===== src/rtl/game_pkg.sv =====
// Shared game-flow types and widths for the sequencer, colour mapper and the
// duck/dog controllers.
package game_pkg;

  // Encoding is consumed directly by the colour mapper.
  typedef enum logic [1:0] {
    ST_TITLE = 2'b00,
    ST_INTRO = 2'b01,
    ST_PLAY  = 2'b10,
    ST_OVER  = 2'b11
  } game_state_t;

  localparam int ROUND_W = 4;  // round number 0..15
  localparam int CNT_W   = 4;  // hit/miss counters, saturating at 15

  // Increment that sticks at all-ones instead of wrapping.
  function automatic logic [CNT_W-1:0] sat_inc(input logic [CNT_W-1:0] v);
    return (v == '1) ? v : v + CNT_W'(1);
  endfunction

endpackage


===== src/rtl/game_sequencer_rise_pulse.sv =====
// rise_pulse: registered rising-edge detector. The output pulse is one Clk
// cycle wide and appears one cycle after the input is first seen high.
module rise_pulse (
  input  logic clk,
  input  logic rst_n,
  input  logic sig_in,
  output logic pulse
);

  logic sig_q;
  logic pulse_q;
  logic pulse_d;

  // Edge: high now, low on the previous cycle.
  always_comb begin
    pulse_d = sig_in & ~sig_q;
  end

  // Delay flop for the previous level plus the registered pulse.
  always_ff @(posedge clk or negedge rst_n) begin
    if (!rst_n) begin
      sig_q   <= 1'b0;
      pulse_q <= 1'b0;
    end else begin
      sig_q   <= sig_in;
      pulse_q <= pulse_d;
    end
  end

  assign pulse = pulse_q;

endmodule


===== src/rtl/game_sequencer.sv =====
// game_sequencer: top-level game-flow FSM (title -> dog intro -> play -> over).
// Counts frames, rounds, hits and misses and launches each duck.
// Optional feature: define GAME_SEQ_PAUSE_EN to add a 'pause' level input that
// freezes DOG_INTRO and PLAY.
//
// Handshake: dog_done, duck_hit and duck_escaped are single-cycle event pulses
// with no backpressure; they are consumed in the cycle they are high, and only
// when the FSM is in the state that uses them. duck_launch and frame_tick are
// single-cycle output pulses the consumers must accept unconditionally.
module game_sequencer
  import game_pkg::*;
#(
  parameter int INTRO_FRAMES = 120,
  parameter int ROUND_FRAMES = 600,
  parameter int NUM_ROUNDS   = 10,
  parameter int MAX_MISSES   = 3
) (
  input  logic               Clk,
  input  logic               Reset_n,
  input  logic               frame_clk,
  input  logic               start,
  input  logic               dog_done,
  input  logic               duck_hit,
  input  logic               duck_escaped,
`ifdef GAME_SEQ_PAUSE_EN
  input  logic               pause,
`endif
  output game_state_t        state,
  output logic               duck_launch,
  output logic               frame_tick,
  output logic [ROUND_W-1:0] round,
  output logic [CNT_W-1:0]   hits,
  output logic [CNT_W-1:0]   misses
);

  localparam int FRAME_MAX = (INTRO_FRAMES > ROUND_FRAMES) ? INTRO_FRAMES : ROUND_FRAMES;
  localparam int FCW       = $clog2(FRAME_MAX + 1);
  localparam logic [FCW-1:0]     INTRO_LAST = FCW'(INTRO_FRAMES - 1);
  localparam logic [FCW-1:0]     ROUND_LAST = FCW'(ROUND_FRAMES - 1);
  localparam logic [ROUND_W-1:0] LAST_ROUND = ROUND_W'(NUM_ROUNDS);
  localparam logic [CNT_W-1:0]   MISS_LIMIT = CNT_W'(MAX_MISSES);

  game_state_t        state_q, state_d;
  logic [ROUND_W-1:0] round_q, round_d;
  logic [CNT_W-1:0]   hits_q, hits_d;
  logic [CNT_W-1:0]   misses_q, misses_d;
  logic [FCW-1:0]     frame_cnt_q, frame_cnt_d;
  logic               launch_q, launch_d;
  logic [CNT_W-1:0]   hits_nx, misses_nx;
  logic               start_rise;
  logic               hold_frame;
  logic               timeout;

  rise_pulse u_frame_rise (
    .clk    (Clk),
    .rst_n  (Reset_n),
    .sig_in (frame_clk),
    .pulse  (frame_tick)
  );

  rise_pulse u_start_rise (
    .clk    (Clk),
    .rst_n  (Reset_n),
    .sig_in (start),
    .pulse  (start_rise)
  );

`ifdef GAME_SEQ_PAUSE_EN
  assign hold_frame = pause;
`else
  assign hold_frame = 1'b0;
`endif

  assign timeout = frame_tick && (frame_cnt_q == ROUND_LAST);

  // Next-state and counter logic; events outside their owning state are dropped.
  always_comb begin
    state_d     = state_q;
    round_d     = round_q;
    hits_d      = hits_q;
    misses_d    = misses_q;
    frame_cnt_d = frame_cnt_q;
    launch_d    = 1'b0;
    hits_nx     = hits_q;
    misses_nx   = misses_q;
    case (state_q)
      ST_TITLE: begin
        if (start_rise) begin
          state_d     = ST_INTRO;
          round_d     = ROUND_W'(1);
          hits_d      = '0;
          misses_d    = '0;
          frame_cnt_d = '0;
        end
      end
      ST_INTRO: begin
        if (!hold_frame) begin
          if (dog_done || (frame_tick && (frame_cnt_q == INTRO_LAST))) begin
            state_d     = ST_PLAY;
            launch_d    = 1'b1;
            frame_cnt_d = '0;
          end else if (frame_tick) begin
            frame_cnt_d = frame_cnt_q + FCW'(1);
          end
        end
      end
      ST_PLAY: begin
        if (!hold_frame) begin
          if (duck_hit || duck_escaped || timeout) begin
            // A hit wins over a simultaneous escape or timeout.
            if (duck_hit) hits_nx = sat_inc(hits_q);
            else          misses_nx = sat_inc(misses_q);
            hits_d      = hits_nx;
            misses_d    = misses_nx;
            frame_cnt_d = '0;
            if ((misses_nx == MISS_LIMIT) || (round_q == LAST_ROUND)) begin
              state_d = ST_OVER;
            end else begin
              state_d = ST_INTRO;
              round_d = round_q + ROUND_W'(1);
            end
          end else if (frame_tick) begin
            frame_cnt_d = frame_cnt_q + FCW'(1);
          end
        end
      end
      default: begin
        // ST_OVER: scores hold for display until the player restarts.
        if (start_rise) begin
          state_d = ST_TITLE;
          round_d = '0;
        end
      end
    endcase
  end

  // FSM state, counters and registered launch pulse.
  always_ff @(posedge Clk or negedge Reset_n) begin
    if (!Reset_n) begin
      state_q     <= ST_TITLE;
      round_q     <= '0;
      hits_q      <= '0;
      misses_q    <= '0;
      frame_cnt_q <= '0;
      launch_q    <= 1'b0;
    end else begin
      state_q     <= state_d;
      round_q     <= round_d;
      hits_q      <= hits_d;
      misses_q    <= misses_d;
      frame_cnt_q <= frame_cnt_d;
      launch_q    <= launch_d;
    end
  end

  assign state       = state_q;
  assign round       = round_q;
  assign hits        = hits_q;
  assign misses      = misses_q;
  assign duck_launch = launch_q;

endmodule


===== config.mk =====
export PLATFORM = sky130hd
export DESIGN_NAME = game_sequencer
export DESIGN_NICKNAME = d
export VERILOG_FILES = /design/src/rtl/game_pkg.sv /design/src/rtl/game_sequencer_rise_pulse.sv /design/src/rtl/game_sequencer.sv
export SDC_FILE = /design/constraint.sdc
export NUM_CORES = 1
export LEC_CHECK = 0
export ABC_AREA = 1
export BUFFER_PORTS_ARGS = -buffer_cell sky130_fd_sc_hd__clkbuf_2
export CORE_ASPECT_RATIO = 1.5
export CORE_MARGIN = 5
export CORE_UTILIZATION = 30
export DETAILED_ROUTE_END_ITERATION = 8
export SLEW_MARGIN = 20
export SYNTH_ARGS = -nofsm -noshare
export SYNTH_HDL_FRONTEND = slang
export SYNTH_SLANG_ARGS = --single-unit

===== constraint.sdc =====
create_clock -name Clk -period 1.6 [get_ports Clk]
set_input_delay 0.48 -clock Clk [delete_from_list [all_inputs] [get_ports Clk]]
set_output_delay 0.48 -clock Clk [all_outputs]
set_load 0.1 [all_outputs]

==> results of run 1 <==
flip-flops by register name, indices dropped and copies added, names as in the netlist:
register	count
duck_launch	1
frame_cnt_q	10
hits	4
misses	4
round	4
state	2
u_frame_rise.pulse	1
u_frame_rise.sig_q	1
u_start_rise.pulse	1
u_start_rise.sig_q	1
report_power, final:
part / switching [mW] / total [mW] / internal (mW)
Clock: 0.296 / 0.915 / 0.618
Sequential: 0.210 / 1.13 / 0.923
Combinational: 2.10 / 3.55 / 1.45
metal layers:
metal	global-route usage [%]	vias up	wire length, um
li1	-	805	-
met2	21.6	27	2450
met4	4.88	0	74
met1	12.0	772	1570
met5	0	-	0
met3	2.31	7	154
cells by family after synthesis:
kind of cell | after synthesis | share of synthesized area (%)
xor+xnor | 6 | 2.93
fa+ha+maj | 9 | 6.29
buf+inv | 28 | 6.64
mux | 1 | 0.559
simple gates | 108 | 32.0
flops | 29 | 40.5
compound gates | 31 | 11.0
area by class of cell:
| class | count | area [sq um] | share of cell area [%] |
|---|---|---|---|
| Clock buffer | 5 | 68.8 | 2.47 |
| Clock inverter | 3 | 65.1 | 2.33 |
| Inverter | 26 | 108 | 3.86 |
| Multi-Input combinational cell | 155 | 1130 | 40.4 |
| Sequential cell | 29 | 757 | 27.1 |
| Tap cell | 72 | 90.1 | 3.23 |
| Timing Repair Buffer | 51 | 574 | 20.6 |
path summary, 6_finish.rpt:
path                               startpoint            endpoint  slack (ns)  depth (start not counted)
min in group Clk                    frame_clk  u_frame_rise.sig_q        0.31                          1
max in group asynchronous             Reset_n           misses[1]        1.09                          2
hold reg to reg            u_frame_rise.sig_q  u_frame_rise.pulse        0.39                          1
setup / recovery                    misses[0]            round[2]        0.01                         10
hold / removal                        Reset_n      frame_cnt_q[7]        0.19                          2
setup reg to reg                    misses[0]            round[2]        0.01                         10
worst reg2reg max path: cells and delay by family, from the launching register on:
kind,cells,cell delay (ns)
AO/OA/AOI/OAI,2,0.28
adder cells (fa/ha/maj),1,0.20
flip-flops,1,0.50
AND/OR/NAND/NOR,7,0.55
metrics by stage:
stage	setup TNS, ns	util (%)	setup slack [ns]	hold WS [ns]
after floorplan	-2.11	-	-0.161	0.184
after global placement	-0.291	42.6	-0.0799	0.377
after detailed placement	-0.395	42.6	-0.100	0.380
after CTS	-0.00681	46.0	-0.00681	0.197
after global routing	-0.447	48.2	-0.0688	0.232
final	0	48.2	0.0108	0.195
timing repair:
item,CTS,global route
resized for setup,6,30
pin swaps,5,16
setup endpoints to repair,8,25
buffers inserted,4,2
cell usage in the layout (no fill, tap or decap), drive strengths merged:
cell,instances
nand2,51
inv,26
buf,45
nor3b,2
clkbuf,11
mux2i,1
nor4,1
o31ai,1
o21a,1
nor3,2
o21bai,2
a21boi,1
nand4,2
and3,3
nor2,21
clkinv,1
o41ai,1
and3b,1
o21ai,10
a31oi,1
a21oi,14
dfrtp,29
nand3,25
xnor2,2
xor2,4
bufinv,2
ha,9
==> impl_metrics.env, run 1 <==
export IMPL_drive_above_1_share_pct=49.8
export IMPL_fillers=555
export IMPL_synth_common_cells="39 x nand2_1, 29 x dfrtp_1, 24 x inv_1"
export IMPL_synth_largest_area_cell="dfrtp_1"
export IMPL_routedWlPerCell_um=12.5
export IMPL_vdd_drop_max_uv=611
export IMPL_fin_skew_ns=0.00842
export IMPL_worstPathCellList="ha_4, nand2_4, nand2_2, o21ai_2, nand3_2, o21bai_4, nand2_4, nand2_4, nand2_1, nand2_1"
export IMPL_synthFlopType="dfrtp_1"
export IMPL_synth_area_per_cell_sq_um=8.45
export IMPL_final_cell_area_sq_mm=0.00279
export IMPL_synth_seq_cells=29
export IMPL_totalWireLength_mm=4.25
export IMPL_syn_inst=212
export IMPL_cp_start_kind="flop"
export IMPL_core_area_sq_mm=0.00579
export IMPL_status="finished clean"
export IMPL_die_area_sq_mm=0.00764
export IMPL_antenna_found_initial=0
export IMPL_synth_area_sq_mm=0.00179
export IMPL_ys_warn_count=0
export IMPL_holdBufCountCts=0
export IMPL_io_buffer_count=22
export IMPL_drv_cap=0
export IMPL_placedCellCount=327
export IMPL_crit_fanout=5
export IMPL_diodes=0
export IMPL_fmax_mhz=629
export IMPL_grt_pass1_vias=1626
export IMPL_mappedNetlistNets=228
export IMPL_placed_area_sq_mm=0.00246
export IMPL_rsz0062_at_grt="true"
export IMPL_overflow=0
export IMPL_worst_pin_slew_ns=0.370
export IMPL_first_pass_iters=4
export IMPL_die_w_um=73.1
export IMPL_cts_sinks=29
export IMPL_yosysTopAreaCellShare_pct=40.5
export IMPL_viasPerCell=4.72
export IMPL_core_rowCount=34
export IMPL_drt_initial_drc_count=54
export IMPL_p_total_mw=5.60
export IMPL_path_clk_slew_ns=0.07
export IMPL_gp_congestion=0.772
export IMPL_cp_common_cell="nand2_4"
export IMPL_path_delay_family="simple AND/OR/NAND/NOR gates"
export IMPL_stdcell_count=341
export IMPL_post_route_period_util_pct=99.3
export IMPL_synthArstFlopShare_pct=100
export IMPL_cts_buffers=5
export IMPL_yosysMostFrequentCell="nand2_1"
export IMPL_initial_core_util_pct=30.9
export IMPL_end_kind="flop"
export IMPL_place_hpwl_mm=3.16
export IMPL_ys_seq_area_share_pct=40.5
export IMPL_power_density_mw_per_mm2=2010
export IMPL_relSlewSlack_pct=75.1
export IMPL_hold_viol=0
export IMPL_slew_violations=0
export IMPL_critical_path_required_ns=1.83
export IMPL_clockBufferDepth=2
export IMPL_gr_usage_all_layers_pct=11.6
export IMPL_grt_max_degree=30
export IMPL_worst_path_buf_inv=0
export IMPL_slowest_stage="dfrtp_4"
export IMPL_htree_levels=2
export IMPL_fin_crit_ns=1.59
export IMPL_drc=0
export IMPL_synth_distinct_cells=39
export IMPL_grt_pass1_wl_mm=7.00
export IMPL_postRouteAntennaNets=0
export IMPL_setup_viol=0
export IMPL_vias=1611
export IMPL_hold_path_class="primary input to async pin"
export IMPL_synth_area_top_cells="dfrtp_1 41%, nand2_1 8.2%, nand3_1 6.4%"
export IMPL_root_buffer="clkbuf_8"
export IMPL_syn2layout_area_growth_pct=55.8
export IMPL_cp_data_arrival_time_ns=1.82
export IMPL_cts_tree="yes"
export IMPL_clock_latency_ns=0.29
export IMPL_path_class="flop to flop"
export IMPL_leakagePower_nw=1.26
export IMPL_ios=23
export IMPL_die_h_um=105
export IMPL_max_stage_delay_ns=0.50
export IMPL_synth_edf_count=0
export IMPL_nets=284
Note: power is estimated with default switching activity, not from simulation.
==> run 2: changes to the inputs <==
--- a/config.mk
+++ b/config.mk
@@ -6,11 +6,12 @@
 export NUM_CORES = 1
 export LEC_CHECK = 0
 export ABC_AREA = 1
-export BUFFER_PORTS_ARGS = -buffer_cell sky130_fd_sc_hd__clkbuf_2
+export CAP_MARGIN = 40
 export CORE_ASPECT_RATIO = 1.5
 export CORE_MARGIN = 5
 export CORE_UTILIZATION = 30
 export DETAILED_ROUTE_END_ITERATION = 8
+export DONT_BUFFER_PORTS = 1
 export SLEW_MARGIN = 20
 export SYNTH_ARGS = -nofsm -noshare
 export SYNTH_HDL_FRONTEND = slang
==> constraint.sdc (replaced) <==
create_clock -name Clk -period 1.55 [get_ports Clk]
set_input_delay 0.465 -clock Clk [delete_from_list [all_inputs] [get_ports Clk]]
set_output_delay 0.465 -clock Clk [all_outputs]
set_load 0.1 [all_outputs]
==> impl_metrics.env, run 2 (synthesized netlist as in run 1, its figures left out) <==
export IMPL_diodes=0
export IMPL_drive_above_1_share_pct=53.1
export IMPL_hold_depth=0
export IMPL_gp_congestion=0.848
export IMPL_drc=0
export IMPL_cp_start_kind="flop"
export IMPL_initial_core_util_pct=30.9
export IMPL_path_class="flop to flop"
export IMPL_core_area_sq_mm=0.00579
export IMPL_nets=288
export IMPL_violations="setup timing"
export IMPL_viasPerCell=4.74
export IMPL_place_hpwl_mm=3.22
export IMPL_slew_violations=0
export IMPL_rsz0062_at_grt="true"
export IMPL_max_stage_delay_ns=0.51
export IMPL_die_area_sq_mm=0.00764
export IMPL_core_rowCount=34
export IMPL_root_buffer="clkbuf_8"
export IMPL_worst_pin_slew_ns=0.313
export IMPL_crit_fanout=4
export IMPL_post_route_period_util_pct=103
export IMPL_cp_data_arrival_time_ns=1.80
export IMPL_slowest_stage="dfrtp_4"
export IMPL_totalWireLength_mm=4.54
export IMPL_cp_common_cell="nand2_2"
export IMPL_clockBufferDepth=2
export IMPL_die_w_um=73.1
export IMPL_layout_setup_ws_ns=-0.0413
export IMPL_relSlewSlack_pct=78.9
export IMPL_postRouteAntennaNets=0
export IMPL_drv_cap=0
export IMPL_antenna_found_initial=0
export IMPL_r2r_end="state[1]"
export IMPL_vdd_drop_max_uv=905
export IMPL_place_ws_ns=-0.0665
export IMPL_mostFrequentLayoutCell="buf_4"
export IMPL_leakagePower_nw=1.26
export IMPL_final_cell_mix="43 x buf_4, 28 x nand2_1, 19 x inv_1"
export IMPL_reg2reg_setup_slack_ns=-0.04
export IMPL_first_pass_iters=4
export IMPL_cts_tree="yes"
export IMPL_fin_skew_ns=0.00836
export IMPL_htree_levels=2
export IMPL_worstPathCellList="ha_4, nand3_4, nand3_2, nand2_2, nand2_2, o21bai_4, nand3_1, a21oi_2"
export IMPL_gr_usage_all_layers_pct=12.8
export IMPL_tns_ns=-0.342
export IMPL_largest_reg_flops=10
export IMPL_cts_sinks=29
export IMPL_drt_initial_drc_count=37
export IMPL_power_density_mw_per_mm2=2110
export IMPL_critical_path_required_ns=1.76
export IMPL_endpoint="state[1]"
export IMPL_fin_crit_ns=1.59
export IMPL_vias=1634
export IMPL_path_delay_family="flip-flops"
export IMPL_ios=23
export IMPL_fillers=567
export IMPL_hold_path_class="primary input to flop"
export IMPL_crit_cells=8
export IMPL_status="complete, but fails checks"
export IMPL_r2r_cells=8
export IMPL_whs_ns=0.206
export IMPL_io_buffer_count=0
export IMPL_clock_latency_ns=0.29
export IMPL_routedWlPerCell_um=13.2
export IMPL_grt_pass1_wl_mm=7.62
export IMPL_path_clk_slew_ns=0.07
export IMPL_grt_max_degree=30
export IMPL_overflow=0
export IMPL_grt_pass1_vias=1663
export IMPL_regMostFlops="frame_cnt_q"
export IMPL_fmax_mhz=628
export IMPL_setup_viol=14
export IMPL_r2r_start="misses[1]"
export IMPL_hold_viol=0
export IMPL_cp_startpoint="misses[1]"
export IMPL_end_kind="flop"
export IMPL_syn2layout_area_growth_pct=54.4
export IMPL_die_h_um=105
export IMPL_cts_buffers=5
export IMPL_worst_path_buf_inv=0
[run 2: changes by cell type in the layout (fill, tap and decap cells not counted), sizes merged]
cell and delta:
nor2 +1, buf +8, clkbuf -6, dlygate4sd3 +1
[run 2: routing by layer]
layer  track usage, %  vias up  share of wire, %
met3             3.36        8               3.9
li1                 -      818                 -
met4             5.28        0               2.3
met2             22.2       23                57
met5                0        -                 0
met1             14.6      785                37
[run 2: worst reg2reg max path, delay by kind of cell (launching register included)]
family | cells | cell delay [ns]
flops | 1 | 0.51
compound gates | 2 | 0.30
fa+ha+maj | 1 | 0.19
simple gates | 5 | 0.50
[run 2: power by group]
| group | internal, mW | switching (mW) |
|---|---|---|
| Clock | 0.638 | 0.312 |
| Combinational | 1.45 | 2.30 |
| Sequential | 0.952 | 0.177 |
| Total | 3.04 | 2.79 |
[run 2: worst min path at each step]
| stage | end | start |
|---|---|---|
| floorplan | duck_launch | Reset_n |
| global placement | u_start_rise.sig_q | Reset_n |
| detailed placement | u_start_rise.sig_q | Reset_n |
| CTS | u_frame_rise.sig_q | frame_clk |
| global route | u_frame_rise.sig_q | frame_clk |
| finish | u_start_rise.sig_q | start |
[run 2: stage by stage]
step	area, sq um	total power [mW]	util (%)	instances
2_1_floorplan	1880	3.27	-	212
3_3_place_gp	2270	4.08	39.3	325
3_5_place_dp	2270	4.11	39.3	325
4_1_cts	2610	5.54	45.0	339
5_1_grt	2760	6.17	47.8	345
6_report	2760	5.83	47.8	345
[run 2: timing repair]
| action | in CTS | in global routing |
|---|---|---|
| resized for setup | 27 | 34 |
| hold buffers | 2 | 0 |
| pin swaps | 9 | 19 |
| setup endpoints to repair | 25 | 26 |
| hold endpoints to repair | 29 | 0 |
| gates cloned | 1 | 0 |
| buffers inserted | 3 | 6 |
[run 2: cell type report]
type | instances | area, sq um | share of cell area [%]
timing repair buffer | 54 | 463 | 16.7
tap | 72 | 90.1 | 3.26
inverter | 26 | 110 | 3.98
clock buffer | 5 | 68.8 | 2.49
sequential | 29 | 757 | 27.4
clock inverter | 3 | 65.1 | 2.35
multi-input combinational | 156 | 1210 | 43.8
==> run 3: changes to the inputs <==
==> constraint.sdc (replaced) <==
create_clock -name Clk -period 1.55 [get_ports Clk]
set_input_delay 0.155 -clock Clk [delete_from_list [all_inputs] [get_ports Clk]]
set_output_delay 0.155 -clock Clk [all_outputs]
set_load 0.1 [all_outputs]
==> impl_metrics.env, run 3 (synthesized netlist as in run 1, its figures left out) <==
export IMPL_path_class="flop to flop"
export IMPL_drive_above_1_share_pct=49.6
export IMPL_die_area_sq_mm=0.00764
export IMPL_end_kind="flop"
export IMPL_fin_crit_ns=1.59
export IMPL_relSlewSlack_pct=77.9
export IMPL_cts_sinks=29
export IMPL_regMostFlops="frame_cnt_q"
export IMPL_cts_buffers=5
export IMPL_root_buffer="clkbuf_8"
export IMPL_totalWireLength_mm=4.40
export IMPL_syn2layout_area_growth_pct=49.5
export IMPL_core_rowCount=34
export IMPL_antenna_found_initial=0
export IMPL_critical_path_required_ns=1.72
export IMPL_hold_path_class="primary input to flop"
export IMPL_core_area_sq_mm=0.00579
export IMPL_drc=0
export IMPL_rsz0062_at_grt="true"
export IMPL_status="complete, but fails checks"
export IMPL_max_stage_delay_ns=0.51
export IMPL_die_w_um=73.1
export IMPL_fmax_mhz=629
export IMPL_cp_data_arrival_time_ns=1.76
export IMPL_stdcell_count=344
export IMPL_place_hpwl_mm=3.18
export IMPL_p_total_mw=5.36
export IMPL_path_clk_slew_ns=0.07
export IMPL_vdd_drop_max_uv=848
export IMPL_tns_ns=-0.291
export IMPL_violations="setup timing"
export IMPL_final_cell_mix="46 x buf_4, 32 x nand2_1, 20 x inv_1"
export IMPL_vias=1626
export IMPL_htree_levels=2
export IMPL_viasPerCell=4.73
export IMPL_place_ws_ns=-0.0545
export IMPL_leakagePower_nw=1.24
export IMPL_placedCellCount=325
export IMPL_power_density_mw_per_mm2=2000
export IMPL_initial_core_util_pct=30.9
export IMPL_io_buffer_count=0
export IMPL_clockBufferDepth=2
export IMPL_post_route_period_util_pct=103
export IMPL_hold_viol=0
export IMPL_gp_congestion=0.832
export IMPL_worst_pin_slew_ns=0.332
export IMPL_mostFrequentLayoutCell="buf_4"
export IMPL_diodes=0
export IMPL_nets=287
export IMPL_routedWlPerCell_um=12.8
export IMPL_worstPathCellList="inv_6, ha_4, inv_6, nor3_4, nand2_2, buf_4, nand2_4, nor2_8, nor2_2, a21oi_2"
export IMPL_slowest_stage="dfrtp_4"
export IMPL_fin_skew_ns=0.00536
export IMPL_clock_latency_ns=0.28
export IMPL_whs_ns=0.0786
export IMPL_gr_usage_all_layers_pct=12.0
export IMPL_postRouteAntennaNets=0
export IMPL_ios=23
export IMPL_drt_initial_drc_count=42
export IMPL_setup_viol=16
export IMPL_crit_fanout=9
export IMPL_cts_tree="yes"
export IMPL_largest_reg_flops=10
export IMPL_die_h_um=105
export IMPL_cp_start_kind="flop"
export IMPL_grt_pass1_wl_mm=7.29
export IMPL_overflow=0
export IMPL_cp_common_cell="inv_6"
export IMPL_slew_violations=0
export IMPL_first_pass_iters=4
export IMPL_grt_max_degree=30
export IMPL_drv_cap=0
export IMPL_layout_setup_ws_ns=-0.0405
export IMPL_grt_pass1_vias=1603
-- run 3: cell count changes in the layout (fill, tap and decap cells not counted), moves of 3 or more --
cell and change:
o21ai_0 +3, o21ai_1 -4, nand2_1 +4, nand2_2 -4, buf_4 +3, buf_6 -5
-- run 3: cell type report --
| type | instances | area, sq um |
|---|---|---|
| Multi-Input combinational cell | 155 | 1170 |
| Clock buffer | 7 | 96.3 |
| Inverter | 26 | 108 |
| Tap cell | 72 | 90.1 |
| Clock inverter | 1 | 5.00 |
| Timing Repair Buffer | 54 | 449 |
| Fill cell | 556 | 3110 |
| Sequential cell | 29 | 757 |
-- run 3: report_power, final --
group / switching (mW) / leakage, nW / internal (mW)
Sequential: 0.170 / 0.368 / 0.953
Combinational: 2.24 / 0.815 / 1.30
Clock: 0.291 / 0.0542 / 0.401
-- run 3: timing repair --
item,CTS,global route
setup endpoints to repair,22,24
hold buffers,4,0
buffers inserted,2,5
hold endpoints to repair,33,0
gates resized for setup,5,36
cloned,0,0
pin swaps,4,6
-- run 3: worst paths after layout --
kind | start | to | slack [ns] | depth (start not counted)
worst min-delay path | dog_done | duck_launch | 0.08 | 2
worst min register to register | u_frame_rise.sig_q | u_frame_rise.pulse | 0.39 | 1
max in group asynchronous | Reset_n | misses[1] | 1.05 | 2
worst max-delay path | state[0] | misses[1] | -0.04 | 10
worst max register to register | state[0] | misses[1] | -0.04 | 10
min in group asynchronous | Reset_n | round[3] | 0.31 | 2
-- run 3: routing by layer --
metal	track usage [%]	wire [um]	up-vias
met5	0	0	-
met2	21.7	2480	33
met1	13.4	1710	771
li1	-	-	818
met4	3.69	30	0
met3	3.07	175	4
-- run 3: worst max-delay path: cells and delay by family (launching register included) --
family / cells / cell delay (ns)
AND/OR/NAND/NOR: 5 / 0.45
flip-flops: 1 / 0.51
buffers and inverters: 3 / 0.30
AO/OA/AOI/OAI: 1 / 0.04
adder cells (fa/ha/maj): 1 / 0.18
-- run 3: stage by stage --
step | instance area (sq um) | util [%]
2_1_floorplan | 1880 | -
3_3_place_gp | 2290 | 39.5
3_5_place_dp | 2290 | 39.5
4_1_cts | 2480 | 42.9
5_1_grt | 2680 | 46.3
6_report | 2680 | 46.3
